**config.mk**
```make
export PLATFORM = sky130hd
export DESIGN_NAME = rega_multizona
export DESIGN_NICKNAME = d
export VERILOG_FILES = /design/src/rtl/rega_pkg.sv /design/src/rtl/rega_multizona_arbitro_rr.sv /design/src/rtl/rega_multizona.sv
export SDC_FILE = /design/constraint.sdc
export NUM_CORES = 1
export LEC_CHECK = 0
export ABC_AREA = 1
export BUFFER_PORTS_ARGS = -buffer_cell sky130_fd_sc_hd__buf_2
export CAP_MARGIN = 20
export CORE_ASPECT_RATIO = 0.8
export CORE_MARGIN = 4
export CORE_UTILIZATION = 25
export DETAILED_ROUTE_END_ITERATION = 8
export GPL_TIMING_DRIVEN = 0
export PLACE_DENSITY = 0.45
export SLEW_MARGIN = 10
export SYNTH_ARGS = -nofsm -noshare
export SYNTH_HDL_FRONTEND = slang
export SYNTH_SLANG_ARGS = --single-unit
```
**constraint.sdc**
```tcl
create_clock -name clk -period 1.8 [get_ports clk]
set_input_delay 0.09 -clock clk [delete_from_list [all_inputs] [get_ports clk]]
set_output_delay 0.09 -clock clk [all_outputs]
set_load 0.005 [all_outputs]
```
**src/rtl/rega_pkg.sv**
```systemverilog
// Shared types and constants for the multi-zone irrigation controller.
package rega_pkg;

    typedef enum logic [1:0] {
        OCIOSO  = 2'd0,
        REGANDO = 2'd1,
        ERRO    = 2'd2
    } estado_t;

    localparam logic [1:0] MEF1_REGA = 2'b11;
    localparam logic       MODO_ASP  = 1'b0;
    localparam logic       MODO_GOT  = 1'b1;

endpackage

```
**src/rtl/rega_multizona_arbitro_rr.sv**
```systemverilog
// Combinational round-robin search: first valid zone after ultimo, wrapping.
module arbitro_rr #(
    parameter int N_ZONAS = 4
) (
    input  logic [N_ZONAS-1:0]         validas,
    input  logic [$clog2(N_ZONAS)-1:0] ultimo,
    output logic [$clog2(N_ZONAS)-1:0] indice,
    output logic                       algum
);

    localparam int LARG_IDX = $clog2(N_ZONAS);

    logic [LARG_IDX-1:0] cand;

    // Scan from farthest to nearest so the nearest valid zone is the last write.
    always_comb begin
        indice = '0;
        algum  = 1'b0;
        cand   = '0;
        for (int k = N_ZONAS; k >= 1; k--) begin
            cand = LARG_IDX'((int'(ultimo) + k) % N_ZONAS);
            if (validas[cand]) begin
                indice = cand;
                algum  = 1'b1;
            end
        end
    end

endmodule

```
**src/rtl/rega_multizona.sv**
```systemverilog
// Multi-zone irrigation controller: validates asp/got requests, grants one zone
// at a time round-robin for tempo_rega ticks, and latches zone/global faults.
module rega_multizona
    import rega_pkg::*;
#(
    parameter int N_ZONAS    = 4,
    parameter int LARG_TEMPO = 8
) (
    input  logic                       clk,
    input  logic                       reset,
    input  logic [N_ZONAS-1:0]         asp,
    input  logic [N_ZONAS-1:0]         got,
    input  logic [1:0]                 mef1,
    input  logic                       limpeza,
    input  logic                       tick,
    input  logic [LARG_TEMPO-1:0]      tempo_rega,
    input  logic                       ack_erro,
    output logic [N_ZONAS-1:0]         valvula_asp,
    output logic [N_ZONAS-1:0]         valvula_got,
    output logic [$clog2(N_ZONAS)-1:0] zona_ativa,
    output logic                       ocupado,
    output logic [N_ZONAS-1:0]         erro_zona,
    output logic                       erro
);

    localparam int                  LARG_IDX = $clog2(N_ZONAS);
    localparam logic [N_ZONAS-1:0]  UM       = N_ZONAS'(1);

    estado_t               estado, estado_n;
    logic [LARG_TEMPO-1:0] contador, contador_n;
    logic [LARG_IDX-1:0]   ultimo, ultimo_n, zona_n, grant;
    logic                  modo, modo_n, algum;
    logic [N_ZONAS-1:0]    conflito, validas, erro_zona_n, vasp_n, vgot_n;
    logic                  pedido, falha, bit_modo, fim;

    assign conflito = asp & got;
    assign pedido   = |(asp | got);
    assign validas  = (asp ^ got) & ~erro_zona & {N_ZONAS{(mef1 == MEF1_REGA) && !limpeza}};
    assign falha    = (limpeza && (pedido || ocupado)) || (pedido && (mef1 != MEF1_REGA));
    assign bit_modo = (modo == MODO_ASP) ? asp[zona_ativa] : got[zona_ativa];
    assign fim      = (tick && (contador <= LARG_TEMPO'(1))) || !bit_modo || conflito[zona_ativa];

    // A flag clears on ack only once its conflict has gone; a live conflict always wins.
    assign erro_zona_n = (erro_zona & ~({N_ZONAS{ack_erro}} & ~conflito)) | conflito;

    arbitro_rr #(.N_ZONAS(N_ZONAS)) u_arbitro (
        .validas (validas),
        .ultimo  (ultimo),
        .indice  (grant),
        .algum   (algum)
    );

    always_comb begin
        estado_n   = estado;
        contador_n = contador;
        ultimo_n   = ultimo;
        modo_n     = modo;
        zona_n     = zona_ativa;
        case (estado)
            OCIOSO: begin
                if (falha) begin
                    estado_n = ERRO;
                end else if (algum) begin
                    estado_n   = REGANDO;
                    zona_n     = grant;
                    contador_n = (tempo_rega == '0) ? LARG_TEMPO'(1) : tempo_rega;
                    modo_n     = asp[grant] ? MODO_ASP : MODO_GOT;
                end
            end
            REGANDO: begin
                if (falha) begin
                    estado_n = ERRO;
                    zona_n   = '0;
                end else if (fim) begin
                    estado_n = OCIOSO;
                    ultimo_n = zona_ativa;
                    zona_n   = '0;
                end else if (tick) begin
                    contador_n = contador - LARG_TEMPO'(1);
                end
            end
            ERRO: begin
                if (ack_erro && !falha) begin
                    estado_n = OCIOSO;
                end
            end
            default: begin
                estado_n = OCIOSO;
                zona_n   = '0;
            end
        endcase
    end

    assign vasp_n = ((estado_n == REGANDO) && (modo_n == MODO_ASP)) ? (UM << zona_n) : '0;
    assign vgot_n = ((estado_n == REGANDO) && (modo_n == MODO_GOT)) ? (UM << zona_n) : '0;

    always_ff @(posedge clk or posedge reset) begin
        if (reset) begin
            estado      <= OCIOSO;
            contador    <= '0;
            ultimo      <= LARG_IDX'(N_ZONAS - 1);
            modo        <= MODO_ASP;
            zona_ativa  <= '0;
            valvula_asp <= '0;
            valvula_got <= '0;
            ocupado     <= 1'b0;
            erro_zona   <= '0;
            erro        <= 1'b0;
        end else begin
            estado      <= estado_n;
            contador    <= contador_n;
            ultimo      <= ultimo_n;
            modo        <= modo_n;
            zona_ativa  <= zona_n;
            valvula_asp <= vasp_n;
            valvula_got <= vgot_n;
            ocupado     <= (estado_n == REGANDO);
            erro_zona   <= erro_zona_n;
            erro        <= (|erro_zona_n) || (estado_n == ERRO);
        end
    end

endmodule

```
# == After elaboration in Yosys (flattened, before gate mapping) ==
# Index checks and enable logic that the tools add are counted.
# totals
output_inout_bits,16
reg_bits,29
inputBits,23
word_cells,118
# op_classes
magnitude_cmp,7
shifts,1
bitwise,13
n_reduce_logical,22
n_eq_ne,11
n_mux,49
add_sub_neg,5
# op_table
op,count
$mux W8,6
$mux W2,13
$and A4 B4 Y4,5
$lt A2 B3 Y1 const B,6
$mux W1,17
$bmux W1 S2,8
$pmux W8 S2,1
$ne A2 B2 Y1 const B,6
$not A4 Y4,3
$pmux W2 S3,2
$le A8 B1 Y1 const B,1
$logic_not A8 Y1,1
$mux W4,2
$or A4 B4 Y4,2
$reduce_or A4 Y1,2
$sub A8 B1 Y8 const B,1
$logic_and A1 B1 Y1,7
$eq A2 B2 Y1 const B,3
$reduce_and A6 Y1,1
$logic_or A1 B1 Y1,5
$add A2 B1 Y2 const B,2
$add A2 B2 Y2 const B,2
$eq A2 B1 Y1 const B,2
$shl A1 B2 Y4 const A,1
6 further kinds,9

# == Depth between registers and ports, before layout ==
# logic_depth
ltp_word,18
depth_mapped,19
ltp_nobuf,19

# == Modules after synthesis ==
# From an unflattened synthesis, not the netlist that was laid out.
# hier_totals
cells_unflattened,293
area_unflattened_um2,2057.0
# modules_own_cells
module,cells_per_inst,area_per_inst_um2,n_inst,seq_area_each_um2
rega_multizona,244,1830.5,1,728.2
arbitro_rr,49,226.5,1,0.0

# == Least setup slack after synthesis ==
# OpenSTA, ideal clock, no wires.
# synth_timing
kind,reg2reg
from,reg contador[0]
to,reg valvula_got[2]
t_arrival_ps,1682
required_ps,1728
stages_incl_launch_ff,11
n_path_buf,0
synth_period_minus_slack_ps,1753
slack_ps,47
setup_ps,72
path_cell_list,dfrtp_1 > inv_1 > ha_1 > or2_2 > nand4_1 > nand4_2 > o21ai_1 > and2_1 > a21o_2 > nand3_1 > nor2_1
# synth_between
word_cells_on_any_way,14
cone_classes,1 x order compare; 1 x eq/ne; 1 x shift; 7 x mux; 4 x reduce/logical
# synth_lines
element,line,rtl
from (decl),rega_multizona.sv:30,"logic [LARG_TEMPO-1:0] contador, contador_n;"
from (signal assigned),rega_multizona.sv:111,contador <= contador_n;
$le A8 B1 Y1,rega_multizona.sv:41,assign fim = (tick && (contador <= LARG_TEMPO'(1))) || !bit_modo || conflito[zona_ativa];
$logic_and A1 B1 Y1,rega_multizona.sv:41,
$logic_or A1 B1 Y1 (2 in a row),rega_multizona.sv:41,
$mux W2,rega_multizona.sv:74,end else if (fim) begin
$mux W2,rega_multizona.sv:71,if (falha) begin
$pmux W2 S3,rega_multizona.sv:59,case (estado)
named net zona_n[1],rega_multizona.sv:31,"logic [LARG_IDX-1:0] ultimo, ultimo_n, zona_n, grant;"
$shl A1 B2 Y4,rega_multizona.sv:95,assign vgot_n = ((estado_n == REGANDO) && (modo_n == MODO_GOT)) ? (UM << zona_n) : '0;
$mux W4,rega_multizona.sv:95,
named net vgot_n[2],rega_multizona.sv:33,"logic [N_ZONAS-1:0] conflito, validas, erro_zona_n, vasp_n, vgot_n;"
to (signal assigned),rega_multizona.sv:116,valvula_got <= vgot_n;
to (decl),rega_multizona.sv:19,"output logic [N_ZONAS-1:0] valvula_got,"
# The timed path passes the listed nets, and every way through them passes these cells.
# A chain may end at the register's enable or synchronous reset.

# == Worst setup path after layout ==
# layout_timing
from,reg ultimo[0]
to,reg valvula_asp[3]
# layout_between
elab_chain_len,16
word_cells_on_any_way,37
cone_classes,4 x add/sub; 1 x eq/ne; 1 x shift; 29 x mux; 1 x bitwise; 1 x reduce/logical
# layout_rtl
element,line,rtl
from (decl),rega_multizona.sv:31,
from (signal assigned),rega_multizona.sv:101,ultimo <= LARG_IDX'(N_ZONAS - 1);
from (signal assigned),rega_multizona.sv:112,ultimo <= ultimo_n;
$add A2 B1 Y2,rega_multizona_arbitro_rr.sv:21,cand = LARG_IDX'((int'(ultimo) + k) % N_ZONAS);
$bmux W1 S2,rega_multizona_arbitro_rr.sv:22,if (validas[cand]) begin
$mux W1 (implied by the code),rega_multizona_arbitro_rr.sv:22,
$mux W2 (4 in a row),rega_multizona_arbitro_rr.sv:22,
$bmux W1 S2,rega_multizona.sv:67,modo_n = asp[grant] ? MODO_ASP : MODO_GOT;
$mux W1 (implied by the code),rega_multizona.sv:67,
$mux W1,rega_multizona.sv:67,
$mux W1,rega_multizona.sv:63,end else if (algum) begin
$mux W1,rega_multizona.sv:61,if (falha) begin
$mux W1,rega_multizona.sv:59,
$not A1 Y1,rega_multizona.sv:94,assign vasp_n = ((estado_n == REGANDO) && (modo_n == MODO_ASP)) ? (UM << zona_n) : '0;
$logic_and A1 B1 Y1,rega_multizona.sv:94,
$mux W4 *,rega_multizona.sv:94,
named net vasp_n[3],rega_multizona.sv:33,
to (signal assigned),rega_multizona.sv:115,valvula_asp <= vasp_n;
to (decl),rega_multizona.sv:18,"output logic [N_ZONAS-1:0] valvula_asp,"
# Mark *: on every way through the listed nets, which the timed path passes. The rest lies on a longest branch. The select of a mux whose other input is x is not followed.

==> impl_metrics.tcl <==
set metrics [dict create \
    vias 1876 \
    dp_hpwl_microns 3990 \
    finalCritPeriodShare_pct 108 \
    ys_warn_count 0 \
    clock-root-buffer "clkbuf_8" \
    fin_crit_ns 1.94 \
    n_fill_cell 812 \
    synth_area_leader_cell "dfrtp_1" \
    vias_per_cell 4.42 \
    htree_levels 2 \
    grt_pass1_vias 1860 \
    hold_slack_ns 0.0924 \
    design_area_sq_um 2790 \
    cap_violations 0 \
    violations "negative setup slack" \
    cts_buffers 5 \
    worstPathRequired_ns 1.98 \
    setup_viol 10 \
    grt_max_degree 21 \
    synthCells 259 \
    antenna_cells 0 \
    ant_nets 0 \
    track_usage_pct 12.3 \
    core.rowCount 28 \
    cts.sinks 29 \
    final_util_pct 37.6 \
    synth_cell_types 34 \
    finClkSkew_ns 0.00848 \
    tightest_slew_ns 0.516 \
    clock_path_buffers 2 \
    cp_max_fo 7 \
    clkSlewWorstSetupHoldPaths_ns 0.07 \
    hold_viol 0 \
    avgSynthCellArea_sq_um 7.42 \
    insertion_delay_ns 0.28 \
    synthTopCellsByCount "nand2_1, inv_1, dfrtp_1" \
    wl_per_cell_microns 12.6 \
    synth.top_cell.area_share_pct 35.2 \
    hold_class "primary input to flip-flop" \
    multi_input_area_sq_um 1300 \
    final_cells 424 \
    drt_iter0_drc 97 \
    regArea_sq_um 729 \
    slew_violations 0 \
    placed_area_sq_um 2270 \
    ys_seq_elements 29 \
    core_area_sq_um 7430 \
    gp_congestion 0.804 \
    dp.cells 403 \
    cts_tree "yes" \
    worst_slack_ns -0.144 \
    status "finished, violations left" \
    rsz0062_at_grt "yes" \
    die_area_sq_um 9160 \
    slew_headroom_pct 65.6 \
    synth.most_common_cell "nand2_1" \
    syn-cell-area_sq_um 1920 \
    die_h_microns 86.4 \
    synthTopCellsByArea "dfrtp_1, nand2_1, inv_1" \
    drc 0 \
    ys_seq_area_share_pct 37.9 \
    critPathKind "flip-flop to flip-flop" \
    final_layout_size_suffix_gt1_share_pct 44.8 \
    syn-num-nets 292 \
    cp.arrival_ns 2.12 \
    synth_edf_count 0 \
    grt-ovfl-total 0 \
    initial_utilization_pct 25.9 \
    ios 39 \
    portBuffers 38 \
    ir_drop_mv 0.282 \
    grt_first_pass_wirelength_microns 8930 \
    p_leak_nw 1.38 \
    synthFlopType "dfrtp_1" \
    critPathLaunchType "flip-flop" \
    crit_path_end_kind "flip-flop" \
    setup_tns_ns -1.09 \
    clock.fmax_mhz 514 \
    powerDensity_nw_per_um2 821 \
    dr.pass1.iters 4 \
    wirelength_microns 5360 \
    nNetsFinal 351 \
    area_growth_pct 45.1 \
    async_flop_share_pct 100 \
    grt_antenna_before_repair 0 \
    die_x_microns 106 \
]
-- stage by stage --
stage / total power, mW / setup slack [ns]
after floorplan: 1.31 / 0.0466
after global placement: 1.50 / -0.172
after detailed placement: 1.51 / -0.187
after CTS: 2.19 / -0.0893
after global routing: 2.47 / -0.272
final: 2.29 / -0.144
-- cells in the final DEF, fill, tap and decap left out, types with 2 or more instances in the layout --
| cell type | instances |
|---|---|
| a21oi_1 | 7 |
| a21oi_2 | 2 |
| a22oi_1 | 2 |
| buf_2 | 38 |
| buf_4 | 11 |
| buf_6 | 3 |
| clkbuf_8 | 5 |
| clkinv_2 | 2 |
| dfrtp_1 | 26 |
| dfstp_2 | 2 |
| ha_1 | 8 |
| ha_4 | 2 |
| inv_1 | 37 |
| inv_2 | 6 |
| nand2_1 | 36 |
| nand2_2 | 20 |
| nand2_4 | 7 |
| nand3_1 | 6 |
| nand3_2 | 10 |
| nand3_4 | 7 |
| nor2_1 | 16 |
| nor2_2 | 10 |
| nor3_1 | 2 |
| nor4_1 | 2 |
| o21ai_0 | 14 |
| o21ai_1 | 10 |
| o21ai_2 | 2 |
| o21bai_1 | 2 |
| or2_4 | 2 |
-- critical path, stage by stage (launching register included) --
cell and delay (ns):
dfstp_2 0.55, buf_12 0.15, inv_8 0.05, nand3_2 0.07, nand2_2 0.09, nand2_2 0.09, nand2_1 0.06, nand2_2 0.09
nand2_2 0.07, nand2_4 0.09, nand2_4 0.06, nand2_2 0.05, nand3_2 0.08, nand3_4 0.11, nand2_4 0.06, nand2_4 0.09
nor2_2 0.05
-- path summary, 6_finish.rpt --
check,endpoint,slack (ns),start,cells after the start
worst max-delay path,valvula_asp[3]$_DFF_PP0_,-0.14,ultimo[0]$_DFFE_PP1P_,16
worst min-delay path,contador[5]$_DFFE_PP0P_,0.09,tempo_rega[5],3
worst max register to register,valvula_asp[3]$_DFF_PP0_,-0.14,ultimo[0]$_DFFE_PP1P_,16
worst min register to register,contador[5]$_DFFE_PP0P_,0.50,contador[5]$_DFFE_PP0P_,2
max in group asynchronous,ultimo[0]$_DFFE_PP1P_,0.86,reset,4
min in group asynchronous,contador[5]$_DFFE_PP0P_,0.38,reset,3
-- sequential cells by signal, summed over array words and instances, names as in the netlist --
name / count
modo: 1
valvula_asp: 4
estado: 2
valvula_got: 4
ultimo: 2
erro_zona: 4
erro: 1
contador: 8
ocupado: 1
zona_ativa: 2
-- cell type report --
type / count / share of cell area [%]
repair buffers: 52 / 11.7
inverters: 44 / 6.19
flip-flops and latches: 29 / 26.2
clock inverters: 3 / 0.628
plain buffers: 4 / 1.53
clock buffers: 5 / 2.47
well taps: 105 / 4.71
multi-input cells: 182 / 46.7
-- kinds of logic (layout without fill, tap and decap cells) --
kind of cell,count (synthesis),after routing,synth area share (%)
simple gates,124,124,30.5
buf+inv,48,108,10.0
compound gates,45,45,13.2
flops,29,29,37.9
fa+ha+maj,10,10,6.51
xor+xnor,2,2,1.30
mux,1,1,0.521
-- power breakdown --
| group | switching, mW | leakage, nW | internal (mW) |
|---|---|---|---|
| Combinational | 0.512 | 0.964 | 0.397 |
| Sequential | 0.102 | 0.368 | 0.746 |
| Clock | 0.266 | 0.0439 | 0.266 |
| Total | 0.880 | 1.38 | 1.41 |
-- routing by layer --
metal	wire, microns	vias up	part of all wire, %	GRT usage, %
met5	0	-	0	0
met4	43	0	0.80	3.06
met3	322	2	6.0	3.43
met2	2340	43	44	18.9
met1	2650	881	50	17.3
li1	-	950	-	-
-- what timing repair did --
action | in CTS | in global routing
setup endpoints to repair | 17 | 19
gates resized for setup | 46 | 44
hold buffers | 1 | 0
hold endpoints to repair | 9 | 0
buffers inserted | 8 | 3
pin swaps | 19 | 23
gates cloned | 1 | 0
Power figures use the tool's default switching activity.
